### config.mk
export PLATFORM = sky130hd
export DESIGN_NAME = mem_arbiter_flat
export DESIGN_NICKNAME = d
export VERILOG_FILES = /design/src/rtl/mem_arbiter_pkg.sv /design/src/rtl/mem_arbiter_if.sv /design/src/rtl/mem_arb_rr.sv /design/src/rtl/mem_arbiter.sv /design/src/flat_wrapper.sv
export SDC_FILE = /design/constraint.sdc
export NUM_CORES = 1
export LEC_CHECK = 0
export ABC_CLOCK_PERIOD_IN_PS = 5900
export BUFFER_PORTS_ARGS = -buffer_cell sky130_fd_sc_hd__clkbuf_2
export CORE_ASPECT_RATIO = 1.4
export CORE_MARGIN = 10
export CORE_UTILIZATION = 41
export DETAILED_ROUTE_END_ITERATION = 12
export PLACE_DENSITY = 0.73
export SLEW_MARGIN = 10
export SYNTH_ARGS = -nofsm -noshare
export SYNTH_HDL_FRONTEND = slang
export SYNTH_SLANG_ARGS = --single-unit
### constraint.sdc
create_clock -name CLK -period 5.9 [get_ports CLK]
set_clock_uncertainty 0.2 [all_clocks]
set_input_delay 0.59 -clock CLK [delete_from_list [all_inputs] [get_ports CLK]]
set_output_delay 0.59 -clock CLK [all_outputs]
set_load 0.05 [all_outputs]
### src/rtl/mem_arbiter_pkg.sv
`default_nettype none
//----------------------------------------------------------------------
// mem_arbiter_pkg: shared encodings for the mainMemory arbiter (rev 1.0)
//----------------------------------------------------------------------
package mem_arbiter_pkg;

    localparam logic [2:0] ST_IDLE  = 3'd0;
    localparam logic [2:0] ST_ISSUE = 3'd1;
    localparam logic [2:0] ST_RESP  = 3'd2;
    localparam logic [2:0] ST_ERR   = 3'd3;
    localparam logic [2:0] ST_GAP   = 3'd4;

    localparam logic [2:0] BHW_BYTE = 3'b001;
    localparam logic [2:0] BHW_HALF = 3'b010;
    localparam logic [2:0] BHW_WORD = 3'b100;

    typedef enum logic {
        PORT_I = 1'b0,
        PORT_D = 1'b1
    } port_t;

    function automatic logic [31:0] zext_data(input logic [2:0] bhw, input logic [31:0] d);
        case (bhw)
            BHW_BYTE: return {24'd0, d[7:0]};
            BHW_HALF: return {16'd0, d[15:0]};
            default:  return d;
        endcase
    endfunction

endpackage
`default_nettype wire

### src/rtl/mem_arbiter_if.sv
`default_nettype none
//----------------------------------------------------------------------
// mem_arbiter_if: requester and mainMemory signals of the arbiter (rev 1.0)
//----------------------------------------------------------------------
interface mem_arbiter_if;
    logic        i_req;
    logic [31:0] i_adr;
    logic [31:0] i_rdata;
    logic        i_done;
    logic        i_err;
    logic        d_req;
    logic        d_wr_nrd;
    logic [2:0]  d_bhw;
    logic [31:0] d_adr;
    logic [31:0] d_wdata;
    logic [31:0] d_rdata;
    logic        d_done;
    logic        d_err;
    logic        mem_request;
    logic [2:0]  mem_bhw;
    logic        mem_wr_nrd;
    logic [31:0] mem_adr;
    logic [31:0] mem_data;
    logic [31:0] mem_dataout;
    logic        mem_send;

    modport master (
        input  i_req, i_adr, d_req, d_wr_nrd, d_bhw, d_adr, d_wdata, mem_dataout, mem_send,
        output i_rdata, i_done, i_err, d_rdata, d_done, d_err,
               mem_request, mem_bhw, mem_wr_nrd, mem_adr, mem_data
    );

    modport slave (
        output i_req, i_adr, d_req, d_wr_nrd, d_bhw, d_adr, d_wdata, mem_dataout, mem_send,
        input  i_rdata, i_done, i_err, d_rdata, d_done, d_err,
               mem_request, mem_bhw, mem_wr_nrd, mem_adr, mem_data
    );
endinterface
`default_nettype wire

### src/rtl/mem_arb_rr.sv
`default_nettype none
//----------------------------------------------------------------------
// mem_arb_rr: two-way round-robin picker holding the last grant (rev 1.0)
//----------------------------------------------------------------------
module mem_arb_rr
    import mem_arbiter_pkg::*;
(
    input  logic  clk,
    input  logic  rst_n,
    input  logic  req_i,
    input  logic  req_d,
    input  logic  update,
    output logic  any,
    output port_t winner
);

    port_t last_grant;

    always_comb begin
        winner = PORT_I;
        if (req_i && req_d) begin
            winner = (last_grant == PORT_I) ? PORT_D : PORT_I;
        end else if (req_d) begin
            winner = PORT_D;
        end
    end

    assign any = req_i | req_d;

    // Reset to DATA so that fetch wins the first tie.
    always_ff @(posedge clk or negedge rst_n) begin
        if (!rst_n) begin
            last_grant <= PORT_D;
        end else if (update && any) begin
            last_grant <= winner;
        end
    end

endmodule
`default_nettype wire

### src/rtl/mem_arbiter.sv
`default_nettype none
//----------------------------------------------------------------------
// mem_arbiter: fetch / load-store sequencer in front of mainMemory (rev 1.0)
//----------------------------------------------------------------------
module mem_arbiter
    import mem_arbiter_pkg::*;
#(
    parameter int TIMEOUT    = 16,
    parameter int GAP_CYCLES = 1
) (
    input  logic          CLK,
    input  logic          nRESET,
    mem_arbiter_if.master bus
);

    localparam int GW = (GAP_CYCLES < 2) ? 1 : $clog2(GAP_CYCLES);

    logic [2:0]    state;
    port_t         owner;
    logic          timed_out;
    logic [7:0]    tmo_cnt;
    logic [GW-1:0] gap_cnt;
    logic          issue_req;
    logic          cmd_wr;
    logic [2:0]    cmd_bhw;
    logic [31:0]   cmd_adr;
    logic [31:0]   cmd_data;
    logic [31:0]   i_rdata_q;
    logic [31:0]   d_rdata_q;
    logic          any_req;
    logic          cmd_illegal;
    port_t         winner;

    mem_arb_rr u_rr (
        .clk    (CLK),
        .rst_n  (nRESET),
        .req_i  (bus.i_req),
        .req_d  (bus.d_req),
        .update (state == ST_IDLE),
        .any    (any_req),
        .winner (winner)
    );

    always_comb begin
        cmd_illegal = 1'b0;
        if (winner == PORT_I) begin
            cmd_illegal = (bus.i_adr[1:0] != 2'b00);
        end else begin
            case (bus.d_bhw)
                BHW_BYTE: cmd_illegal = 1'b0;
                BHW_HALF: cmd_illegal = bus.d_adr[0];
                BHW_WORD: cmd_illegal = (bus.d_adr[1:0] != 2'b00);
                default:  cmd_illegal = 1'b1;
            endcase
        end
    end

    always_ff @(posedge CLK or negedge nRESET) begin
        if (!nRESET) begin
            state     <= ST_IDLE;
            owner     <= PORT_I;
            timed_out <= 1'b0;
            tmo_cnt   <= 8'd0;
            gap_cnt   <= '0;
            issue_req <= 1'b0;
            cmd_wr    <= 1'b0;
            cmd_bhw   <= 3'd0;
            cmd_adr   <= 32'd0;
            cmd_data  <= 32'd0;
            i_rdata_q <= 32'd0;
            d_rdata_q <= 32'd0;
        end else begin
            case (state)
                ST_IDLE: begin
                    if (any_req) begin
                        owner     <= winner;
                        timed_out <= 1'b0;
                        tmo_cnt   <= 8'd0;
                        if (winner == PORT_I) begin
                            cmd_bhw  <= BHW_WORD;
                            cmd_wr   <= 1'b0;
                            cmd_adr  <= bus.i_adr;
                            cmd_data <= 32'd0;
                        end else begin
                            cmd_bhw  <= bus.d_bhw;
                            cmd_wr   <= bus.d_wr_nrd;
                            cmd_adr  <= bus.d_adr;
                            cmd_data <= bus.d_wdata;
                        end
                        // Illegal commands never touch the memory port.
                        if (cmd_illegal) begin
                            state <= ST_ERR;
                        end else begin
                            state     <= ST_ISSUE;
                            issue_req <= 1'b1;
                        end
                    end
                end
                ST_ISSUE: begin
                    if (bus.mem_send) begin
                        issue_req <= 1'b0;
                        state     <= ST_RESP;
                        if (!cmd_wr) begin
                            if (owner == PORT_I) begin
                                i_rdata_q <= bus.mem_dataout;
                            end else begin
                                d_rdata_q <= zext_data(cmd_bhw, bus.mem_dataout);
                            end
                        end
                    end else if (tmo_cnt == 8'(TIMEOUT - 1)) begin
                        issue_req <= 1'b0;
                        timed_out <= 1'b1;
                        state     <= ST_ERR;
                    end else begin
                        tmo_cnt <= tmo_cnt + 8'd1;
                    end
                end
                ST_RESP: begin
                    gap_cnt <= '0;
                    state   <= ST_GAP;
                end
                ST_ERR: begin
                    // A hung memory still needs its send edge detector rearmed.
                    if (timed_out) begin
                        gap_cnt <= '0;
                        state   <= ST_GAP;
                    end else begin
                        state <= ST_IDLE;
                    end
                end
                ST_GAP: begin
                    if (gap_cnt == GW'(GAP_CYCLES - 1)) begin
                        state <= ST_IDLE;
                    end else begin
                        gap_cnt <= gap_cnt + 1'b1;
                    end
                end
                default: state <= ST_IDLE;
            endcase
        end
    end

    assign bus.mem_request = issue_req;
    assign bus.mem_bhw     = cmd_bhw;
    assign bus.mem_wr_nrd  = cmd_wr;
    assign bus.mem_adr     = cmd_adr;
    assign bus.mem_data    = cmd_data;
    assign bus.i_rdata     = i_rdata_q;
    assign bus.d_rdata     = d_rdata_q;
    assign bus.i_done      = (state == ST_RESP) && (owner == PORT_I);
    assign bus.d_done      = (state == ST_RESP) && (owner == PORT_D);
    assign bus.i_err       = (state == ST_ERR)  && (owner == PORT_I);
    assign bus.d_err       = (state == ST_ERR)  && (owner == PORT_D);

endmodule
`default_nettype wire

### src/flat_wrapper.sv
// flat-port wrapper written by rule: the top's interface ports become plain ports
module mem_arbiter_flat import mem_arbiter_pkg::*;
#(
    parameter int TIMEOUT    = 16,
    parameter int GAP_CYCLES = 1
)
  (CLK, nRESET, bus_i_req, bus_i_adr, bus_d_req, bus_d_wr_nrd, bus_d_bhw, bus_d_adr, bus_d_wdata, bus_mem_dataout, bus_mem_send, bus_i_rdata, bus_i_done, bus_i_err, bus_d_rdata, bus_d_done, bus_d_err, bus_mem_request, bus_mem_bhw, bus_mem_wr_nrd, bus_mem_adr, bus_mem_data);
  mem_arbiter_if bus_i ();
  input  logic CLK;
  input  logic nRESET;
  input wire logic [$bits(bus_i.i_req)-1:0] bus_i_req;
  input wire logic [$bits(bus_i.i_adr)-1:0] bus_i_adr;
  input wire logic [$bits(bus_i.d_req)-1:0] bus_d_req;
  input wire logic [$bits(bus_i.d_wr_nrd)-1:0] bus_d_wr_nrd;
  input wire logic [$bits(bus_i.d_bhw)-1:0] bus_d_bhw;
  input wire logic [$bits(bus_i.d_adr)-1:0] bus_d_adr;
  input wire logic [$bits(bus_i.d_wdata)-1:0] bus_d_wdata;
  input wire logic [$bits(bus_i.mem_dataout)-1:0] bus_mem_dataout;
  input wire logic [$bits(bus_i.mem_send)-1:0] bus_mem_send;
  output wire logic [$bits(bus_i.i_rdata)-1:0] bus_i_rdata;
  output wire logic [$bits(bus_i.i_done)-1:0] bus_i_done;
  output wire logic [$bits(bus_i.i_err)-1:0] bus_i_err;
  output wire logic [$bits(bus_i.d_rdata)-1:0] bus_d_rdata;
  output wire logic [$bits(bus_i.d_done)-1:0] bus_d_done;
  output wire logic [$bits(bus_i.d_err)-1:0] bus_d_err;
  output wire logic [$bits(bus_i.mem_request)-1:0] bus_mem_request;
  output wire logic [$bits(bus_i.mem_bhw)-1:0] bus_mem_bhw;
  output wire logic [$bits(bus_i.mem_wr_nrd)-1:0] bus_mem_wr_nrd;
  output wire logic [$bits(bus_i.mem_adr)-1:0] bus_mem_adr;
  output wire logic [$bits(bus_i.mem_data)-1:0] bus_mem_data;
  assign bus_i.i_req = bus_i_req;
  assign bus_i.i_adr = bus_i_adr;
  assign bus_i.d_req = bus_d_req;
  assign bus_i.d_wr_nrd = bus_d_wr_nrd;
  assign bus_i.d_bhw = bus_d_bhw;
  assign bus_i.d_adr = bus_d_adr;
  assign bus_i.d_wdata = bus_d_wdata;
  assign bus_i.mem_dataout = bus_mem_dataout;
  assign bus_i.mem_send = bus_mem_send;
  assign bus_i_rdata = bus_i.i_rdata;
  assign bus_i_done = bus_i.i_done;
  assign bus_i_err = bus_i.i_err;
  assign bus_d_rdata = bus_i.d_rdata;
  assign bus_d_done = bus_i.d_done;
  assign bus_d_err = bus_i.d_err;
  assign bus_mem_request = bus_i.mem_request;
  assign bus_mem_bhw = bus_i.mem_bhw;
  assign bus_mem_wr_nrd = bus_i.mem_wr_nrd;
  assign bus_mem_adr = bus_i.mem_adr;
  assign bus_mem_data = bus_i.mem_data;
  mem_arbiter #(.TIMEOUT(TIMEOUT), .GAP_CYCLES(GAP_CYCLES)) u_core (.CLK(CLK), .nRESET(nRESET), .bus(bus_i));
endmodule
# == Yosys cells after proc, flatten, opt, wreduce, memory -nomap -nowiden ==
# Cells that the tools add are included.
# totals
latch_bits,0
in_bits,137
register_bits,148
mem_count,0
word_cells,88
mem_bits_ro,0
ramBits,0
output_inout_bits,137
# classes
n_eq_ne,18
n_lt_le_gt_ge,0
n_reduce_logical,19
div_mod_pow,0
mux,33
n_mul,0
n_bitwise,3
add_sub_neg,2
n_shift,0
# op_table
cell,count
32-bit two-way mux,2
32-bit one-hot mux with 2 select lines,1
8-bit two-way mux,3
4-bit AND reduction,5
3-bit two-way mux,6
8-bit one-hot mux with 2 select lines,1
3-bit one-hot mux with 5 select lines,1
1-bit two-way mux,14
"3-bit by 2-bit equality test with 1-bit output, second input constant",4
"3-bit by 1-bit equality test with 1-bit output, second input constant",3
"8-bit by 1-bit adder with 8-bit output, second input constant",1
"8-bit by 4-bit equality test with 1-bit output, second input constant",1
"2-bit != test, second input constant",4
"3-bit equality test, second input constant",2
1-bit logical AND,6
"2-bit by 1-bit != test with 1-bit output, second input constant",3
1-bit one-hot mux with 3 select lines,2
2-bit nonzero test,3
1-bit one-hot mux with 2 select lines,2
2-bit AND reduction,2
3-bit logical NOT,1
"3-bit by 2-bit != test with 1-bit output, second input constant",1
3-bit AND reduction,1
3-bit nonzero test,1
4 further kinds,5

# == Depth between registers and ports, before layout ==
# Gate-level depths: netlist of run 1.
# depth
word_depth,6
ltp_mapped,7
ltp_nobuf,5

# == Cells and area by module ==
# A second synthesis of run 1 with hierarchy kept.
# hier_totals
cells_unflattened,578
area_unflattened_um2,6208.5
# by_module_without_submodules
module,seq_area_each_um2,instances,area_per_inst_um2,cells_each
mem_arbiter,3653.5,1,6157.2,573
mem_arb_rr,26.3,1,51.3,5

# == Worst setup path after synthesis of run 1 ==
# OpenSTA, ideal clock, no wires.
# synth_timing
path_type,reg-to-output
startpoint,register u_core.state[2]
endpoint,output port bus_d_done
t_required_ns,5.110
stages_incl_launch_ff,3
t_arrival_ns,1.690
path_buffers,0
setup_slack_ns,3.420
cell_sequence,dfrtp_1 or2b_1 nor3_1
# synth_via
elab_chain_cells,2
# synth_lines
item,line_no,source
from (decl),mem_arbiter.sv:18,logic [2:0] state;
from (signal assigned),mem_arbiter.sv:60,state <= ST_IDLE;
from (signal assigned),mem_arbiter.sv:92,state <= ST_ERR;
from (signal assigned),mem_arbiter.sv:94,state <= ST_ISSUE;
3-bit by 2-bit equality test with 1-bit output,mem_arbiter.sv:151,assign bus.d_done = (state == ST_RESP) && (owner == PORT_D);
1-bit logical AND,mem_arbiter.sv:151,
to (decl),flat_wrapper.sv:24,output wire logic [$bits(bus_i.d_done)-1:0] bus_d_done;
# Every way passes these cells.

# == Worst setup path in the final report of run 1 ==
# layout_timing
startpoint,register u_core.state[0]
endpoint,"register u_core.cmd_data[28], in the netlist u_core.bus.mem_data[28]"
# layout_via
elab_chain_cells,2
# layout_lines
item,line_no,source
3-bit logical NOT,mem_arbiter.sv:73,case (state)
2-bit AND reduction (no line),--,
to (signal assigned),mem_arbiter.sv:88,cmd_data <= bus.d_wdata;
to (decl),mem_arbiter.sv:27,logic [31:0] cmd_data;
# Every way passes these cells.
# A chain may end at the register's enable or synchronous reset.

==> results of run 1 <==
## synthesized netlist by cell type (all sizes together)
| cell | count |
|---|---|
| a211oi | 2 |
| a21boi | 2 |
| a21o | 4 |
| a21oi | 10 |
| a22o | 35 |
| a31o | 1 |
| a31oi | 1 |
| and2 | 1 |
| and3 | 1 |
| buf | 11 |
| clkbuf | 24 |
| dfrtp | 146 |
| dfstp | 1 |
| ha | 1 |
| inv | 5 |
| mux2 | 32 |
| mux2i | 33 |
| nand2 | 112 |
| nand2b | 1 |
| nand3 | 26 |
| nand3b | 1 |
| nand4 | 1 |
| nor2 | 10 |
| nor3 | 5 |
| nor3b | 1 |
| nor4 | 3 |
| o21ai | 36 |
| o311a | 1 |
| o311ai | 1 |
| o31ai | 3 |
| or2 | 1 |
| or2b | 1 |
| or3 | 1 |
| or3b | 1 |
| or4 | 3 |
| or4b | 1 |
| xnor2 | 2 |
| xor2 | 1 |
## worst min path at each step
stage / start / end / slack, ns / cells past startpoint
CTS: nRESET / u_core.bus.i_rdata[6] / 0.14 / 1
global placement: u_core.bus.d_rdata[26] / u_core.bus.d_rdata[26] / 0.25 / 2
floorplan: nRESET / u_core.bus.d_rdata[0] / 0.09 / 0
global route: nRESET / u_core.bus.i_rdata[6] / 0.16 / 1
finish: nRESET / u_core.bus.i_rdata[6] / 0.08 / 1
detailed placement: u_core.bus.d_rdata[12] / u_core.bus.d_rdata[12] / 0.25 / 2
## routing by layer
layer / routed length (um) / up-vias / part of all wire / track usage
met5: 0 / - / 0 / 0
met4: 389 / 0 / 0.021 / 0.07609
met3: 2024 / 18 / 0.11 / 0.07876
met2: 8690 / 225 / 0.48 / 0.2888
met1: 7107 / 2282 / 0.39 / 0.2019
li1: - / 2348 / - / -
## state kept, by name (all words and copies together) (netlist names)
signal and count:
u_core.bus.i_rdata 32, u_core.bus.d_rdata 32, u_core.owner 1, u_core.bus.mem_data 32, u_core.timed_out 1, u_core.bus.mem_request 1, u_core.u_rr.last_grant 1, u_core.bus.mem_wr_nrd 1
u_core.tmo_cnt 8, u_core.bus.mem_bhw 3, u_core.state 3, u_core.bus.mem_adr 32
## cell type report
| class | count | area [sq um] | area share |
|---|---|---|---|
| Sequential cell | 147 | 3680 | 0.4546 |
| Multi-Input combinational cell | 335 | 2168 | 0.2679 |
| Timing Repair Buffer | 280 | 1425 | 0.1760 |
| Clock buffer | 17 | 425.4 | 0.05255 |
| Tap cell | 189 | 236.5 | 0.02921 |
| Clock inverter | 14 | 141.4 | 0.01747 |
| Inverter | 5 | 18.77 | 0.002318 |
## power by group through the flow
stage	clock (mW)	combinational [mW]	sequential, mW
6_report	1.05	3.05	1.78
5_1_grt	1.12	3.24	1.83
4_1_cts	1.07	3.09	1.78
3_5_place_dp	0	3.10	1.78
3_3_place_gp	0	3.05	1.78
2_1_floorplan	0	0.764	3.28
## logic make-up after synthesis
kind of cell | after synthesis | share of synthesized area
adder cells (fa/ha/maj) | 1 | 0.002094
AND/OR/NAND/NOR | 170 | 0.1240
multiplexers | 65 | 0.1156
flip-flops | 147 | 0.6159
buffers and inverters | 40 | 0.02744
AO/OA/AOI/OAI | 96 | 0.1106
XOR/XNOR | 3 | 0.004399
## through the flow
| step | utilization | total power, mW | setup WS (ns) | cell area (sq um) | hold WS (ns) |
|---|---|---|---|---|---|
| finish | 0.5630 | 5.870 | 3.434 | 8095 | 0.08168 |
| global route | 0.5630 | 6.190 | 3.305 | 8095 | 0.1636 |
| CTS | 0.5630 | 5.946 | 3.433 | 8095 | 0.1442 |
| detailed placement | 0.5236 | 4.884 | 3.215 | 7528 | 0.2547 |
| global placement | 0.5236 | 4.826 | 3.244 | 7528 | 0.2488 |
| floorplan | - | 4.048 | 3.420 | 5974 | 0.09441 |
## worst max-delay path: stages, from the launching register on
cell and delay (ns):
dfrtp_1 0.50, nor3_1 0.52, o21ai_4 0.41, buf_4 0.41
a22o_1 0.29
==> results_dict.tcl, run 1 <==
set metrics [dict create \
    status "completed" \
    fp.dieArea_sq_um 19870 \
    swShare 0.5246 \
    grt_pass1_vias 5215 \
    rows 52 \
    vias 4873 \
    fmax_ghz 0.4055 \
    dpl.hpwl_um 13910 \
    synth.avg_cell_area_sq_um 11.45 \
    internal_power_mw 2.790 \
    start_kind "register" \
    syn2layout_area_growth_pct 35.50 \
    hold_violations 0 \
    cts_tree "done" \
    worstSetupPathType "reg -> reg" \
    holdBufCountCts 0 \
    dp_cells 956 \
    drc 0 \
    htreeDepth 4 \
    yosys.area.top_type "dfrtp_1" \
    num-nets-final 924 \
    worstReg2RegEnd "u_core.bus.mem_data[28]" \
    die_x_um 122.0 \
    root_buffer "clkbuf_16" \
    tns_ns 0 \
    synth_top_area_frac 0.6115 \
    cp-end-kind "register" \
    first_pass_iters 4 \
    max_slew_margin 0.3320 \
    min_period_ns 2.466 \
    r2r_start "u_core.state[0]" \
    rr_worst_depth 4 \
    finalWirelength_um 18210 \
    clk_latency_ns 0.41 \
    cts_buffers 17 \
    cp.arrival_ns 2.56 \
    tightest_slew_ns 0.9982 \
    ys_seq_area_frac 0.6159 \
    cts_buffer_depth 2 \
    ioPinCount 274 \
    rsz0062_at_grt "false" \
    cts_sinks 147 \
    grt_pass1_wl_um 28060 \
    critPathRequiredTime_ns 5.99 \
    seqPwrFrac 0.302 \
    synth_nets 660 \
    drt-initial-drc-count 244 \
    yosysWarnings 0 \
    ant_nets 0 \
    cts_setup_buffers 0 \
    stdcell_count 987 \
    initial_core_util 0.4155 \
    vias_per_cell 4.937 \
    syn_area_sq_um 5974 \
    cp_max_fo 53 \
    core_area_sq_um 14380 \
    grt_overflow 0 \
    crit_path_end "u_core.bus.mem_data[28]" \
    clk_pin_slew_worst_paths_ns 0.06 \
    clock_power_share 0.178 \
    grt_max_degree 107 \
    wire_per_inst_um 18.45 \
    ir_drop_mv 0.4664 \
    synth_area_leaders "dfrtp_1 (61%), nand2_1 (7.0%), mux2_2 (6.0%), mux2i_1 (5.5%), a22o_1 (5.1%)" \
    switchingPower_mw 3.079 \
    crit_start "u_core.state[0]" \
    ys_types 42 \
    track_usage 0.1794 \
    cts_resized 0 \
    p_leak_nw 4.309 \
    synthCells 522 \
    drive_above_1_share 0.4424 \
    reg2reg_slack_ns 3.43 \
    fillers 1313 \
    gp_congestion 0.8160 \
    ys_ff_latch 147 \
    maxSlewViolCount 0 \
    antenna_found_initial 0 \
    mostFrequentLayoutCell "clkbuf_2" \
    most-common-layout-cells "clkbuf_2 (272), dfrtp_1 (146), nand2_1 (112)" \
    power.density_nw_per_um2 725.1 \
    die_y_um 162.8 \
    hold_path_class "in -> async" \
    place.port_buffers 273 \
    post-route-period-util 0.4180 \
    finalSetupViolCount 0 \
    combPwrFrac 0.519 \
    antenna_cells 0 \
    max_cap_viol_count 0 \
]
No activity file was read; power rests on OpenSTA's default activity.
==> inputs of run 2 (changes only) <==
--- a/config.mk
+++ b/config.mk
@@ -5,7 +5,7 @@
 export SDC_FILE = /design/constraint.sdc
 export NUM_CORES = 1
 export LEC_CHECK = 0
-export ABC_CLOCK_PERIOD_IN_PS = 5900
+export ABC_CLOCK_PERIOD_IN_PS = 2500
 export BUFFER_PORTS_ARGS = -buffer_cell sky130_fd_sc_hd__clkbuf_2
 export CORE_ASPECT_RATIO = 1.4
 export CORE_MARGIN = 10
==> constraint.sdc (replaced) <==
create_clock -name CLK -period 2.5 [get_ports CLK]
set_clock_uncertainty 0.2 [all_clocks]
set_input_delay 0.25 -clock CLK [delete_from_list [all_inputs] [get_ports CLK]]
set_output_delay 0.25 -clock CLK [all_outputs]
set_load 0.05 [all_outputs]
==> results_dict.tcl, run 2 (synthesized netlist as in run 1, its figures left out) <==
set metrics [dict create \
    cts_tree "done" \
    most-common-layout-cells "clkbuf_2 (272), dfrtp_1 (146), dlygate4sd3_1 (131)" \
    drive_above_1_share 0.3859 \
    grt_pass1_vias 6135 \
    fin_area_sq_um 9519 \
    min_period_ns 2.287 \
    fp.dieArea_sq_um 19870 \
    antenna_found_initial 1 \
    grt_max_degree 78 \
    fin_ws_ns 0.2127 \
    critPathRequiredTime_ns 2.59 \
    grt_overflow 0 \
    ioPinCount 274 \
    htreeDepth 4 \
    first_pass_iters 4 \
    tightest_slew_ns 0.7419 \
    fmax_ghz 0.4372 \
    root_buffer "clkbuf_16" \
    num-nets-final 1064 \
    wire_per_inst_um 18.82 \
    dpl.hpwl_um 14270 \
    ir_drop_mv 0.9087 \
    initial_core_util 0.4155 \
    p_leak_nw 4.902 \
    cp-end-kind "register" \
    dp_slack_ns 0.2488 \
    cp_max_fo 20 \
    hold_violations 0 \
    die_x_um 122.0 \
    finalSetupViolCount 0 \
    fin_worst_hold_slack_ns 0.004234 \
    drc 0 \
    mostFrequentLayoutCell "clkbuf_2" \
    rows 52 \
    drt-initial-drc-count 356 \
    status "completed" \
    clk_pin_slew_worst_paths_ns 0.07 \
    track_usage 0.2128 \
    place.port_buffers 273 \
    ant_nets 0 \
    tns_ns 0 \
    start_kind "register" \
    maxSlewViolCount 0 \
    cts_sinks 147 \
    max_slew_margin 0.5054 \
    worstSetupPathType "reg -> reg" \
    syn2layout_area_growth_pct 59.33 \
    cp.arrival_ns 2.37 \
    cts_buffers 17 \
    fillers 1058 \
    cts_buffer_depth 2 \
    vias_per_cell 4.999 \
    post-route-period-util 0.9149 \
    finalWirelength_um 21250 \
    die_y_um 162.8 \
    power.density_nw_per_um2 1498 \
    rsz0062_at_grt "false" \
    gp_congestion 0.8257 \
    max_cap_viol_count 0 \
    grt_pass1_wl_um 33580 \
    core_area_sq_um 14380 \
    vias 5644 \
    clk_latency_ns 0.42 \
    hold_path_class "in -> reg" \
    place_area_sq_um 7659 \
]
==> run 2: worst paths after layout <==
path / slack, ns / from / cells after the start / to
min in group asynchronous: 0.13 / nRESET / 2 / u_core.bus.d_rdata[3]
setup / recovery: 0.21 / u_core.u_rr.last_grant / 5 / u_core.bus.mem_adr[15]
max in group asynchronous: 1.32 / nRESET / 3 / u_core.bus.mem_data[19]
hold / removal: 0.004 / bus_d_adr[28] / 3 / u_core.bus.mem_adr[28]
hold reg to reg: 0.27 / u_core.bus.d_rdata[21] / 2 / u_core.bus.d_rdata[21]
setup reg to reg: 0.21 / u_core.u_rr.last_grant / 5 / u_core.bus.mem_adr[15]
==> run 2: layout make-up <==
| cell class | count | area (sq um) | share of cell area |
|---|---|---|---|
| Sequential cell | 147 | 3680 | 0.3866 |
| Timing Repair Buffer | 420 | 2867 | 0.3011 |
| Multi-Input combinational cell | 335 | 2168 | 0.2278 |
| Clock buffer | 17 | 425.4 | 0.04469 |
| Tap cell | 189 | 236.5 | 0.02484 |
| Clock inverter | 14 | 118.9 | 0.01249 |
| Inverter | 5 | 18.77 | 0.001972 |
| Antenna cell | 2 | 5.005 | 0.0005258 |
==> run 2: through the flow <==
stage	instances	utilization	power [mW]
detailed placement	965	0.5326	11.66
CTS	1127	0.6617	14.26
global placement	965	0.5326	11.51
global route	1128	0.6619	14.98
floorplan	522	-	9.553
finish	1129	0.6620	14.26
==> run 2: worst max-delay path: stages, from the launching register on <==
cell and delay (ns):
dfstp_2 0.39, a21boi_4 0.40, buf_12 0.25, mux2i_1 0.26, dlygate4sd3_1 0.58, o21ai_0 0.07
==> run 2: power breakdown <==
group          switching, mW  leakage, nW  internal [mW]
clock                   1.07        0.257           1.29
combinational           5.71         2.79           1.98
sequential             0.707         1.85           3.50
total                   7.49         4.90           6.77
==> run 2: layer usage <==
| layer | GRT usage | wire, um | vias up |
|---|---|---|---|
| li1 | - | - | 2642 |
| met1 | 0.2412 | 8139 | 2738 |
| met2 | 0.3550 | 10710 | 247 |
| met3 | 0.08293 | 2108 | 17 |
| met4 | 0.07446 | 290 | 0 |
| met5 | 0 | 0 | - |
==> run 2: timing repair <==
action	CTS	global route
setup buffers	0	0
resized for setup	0	0
endpoints found under the setup margin	0	0
hold endpoints to repair	278	0
hold buffers	131	0
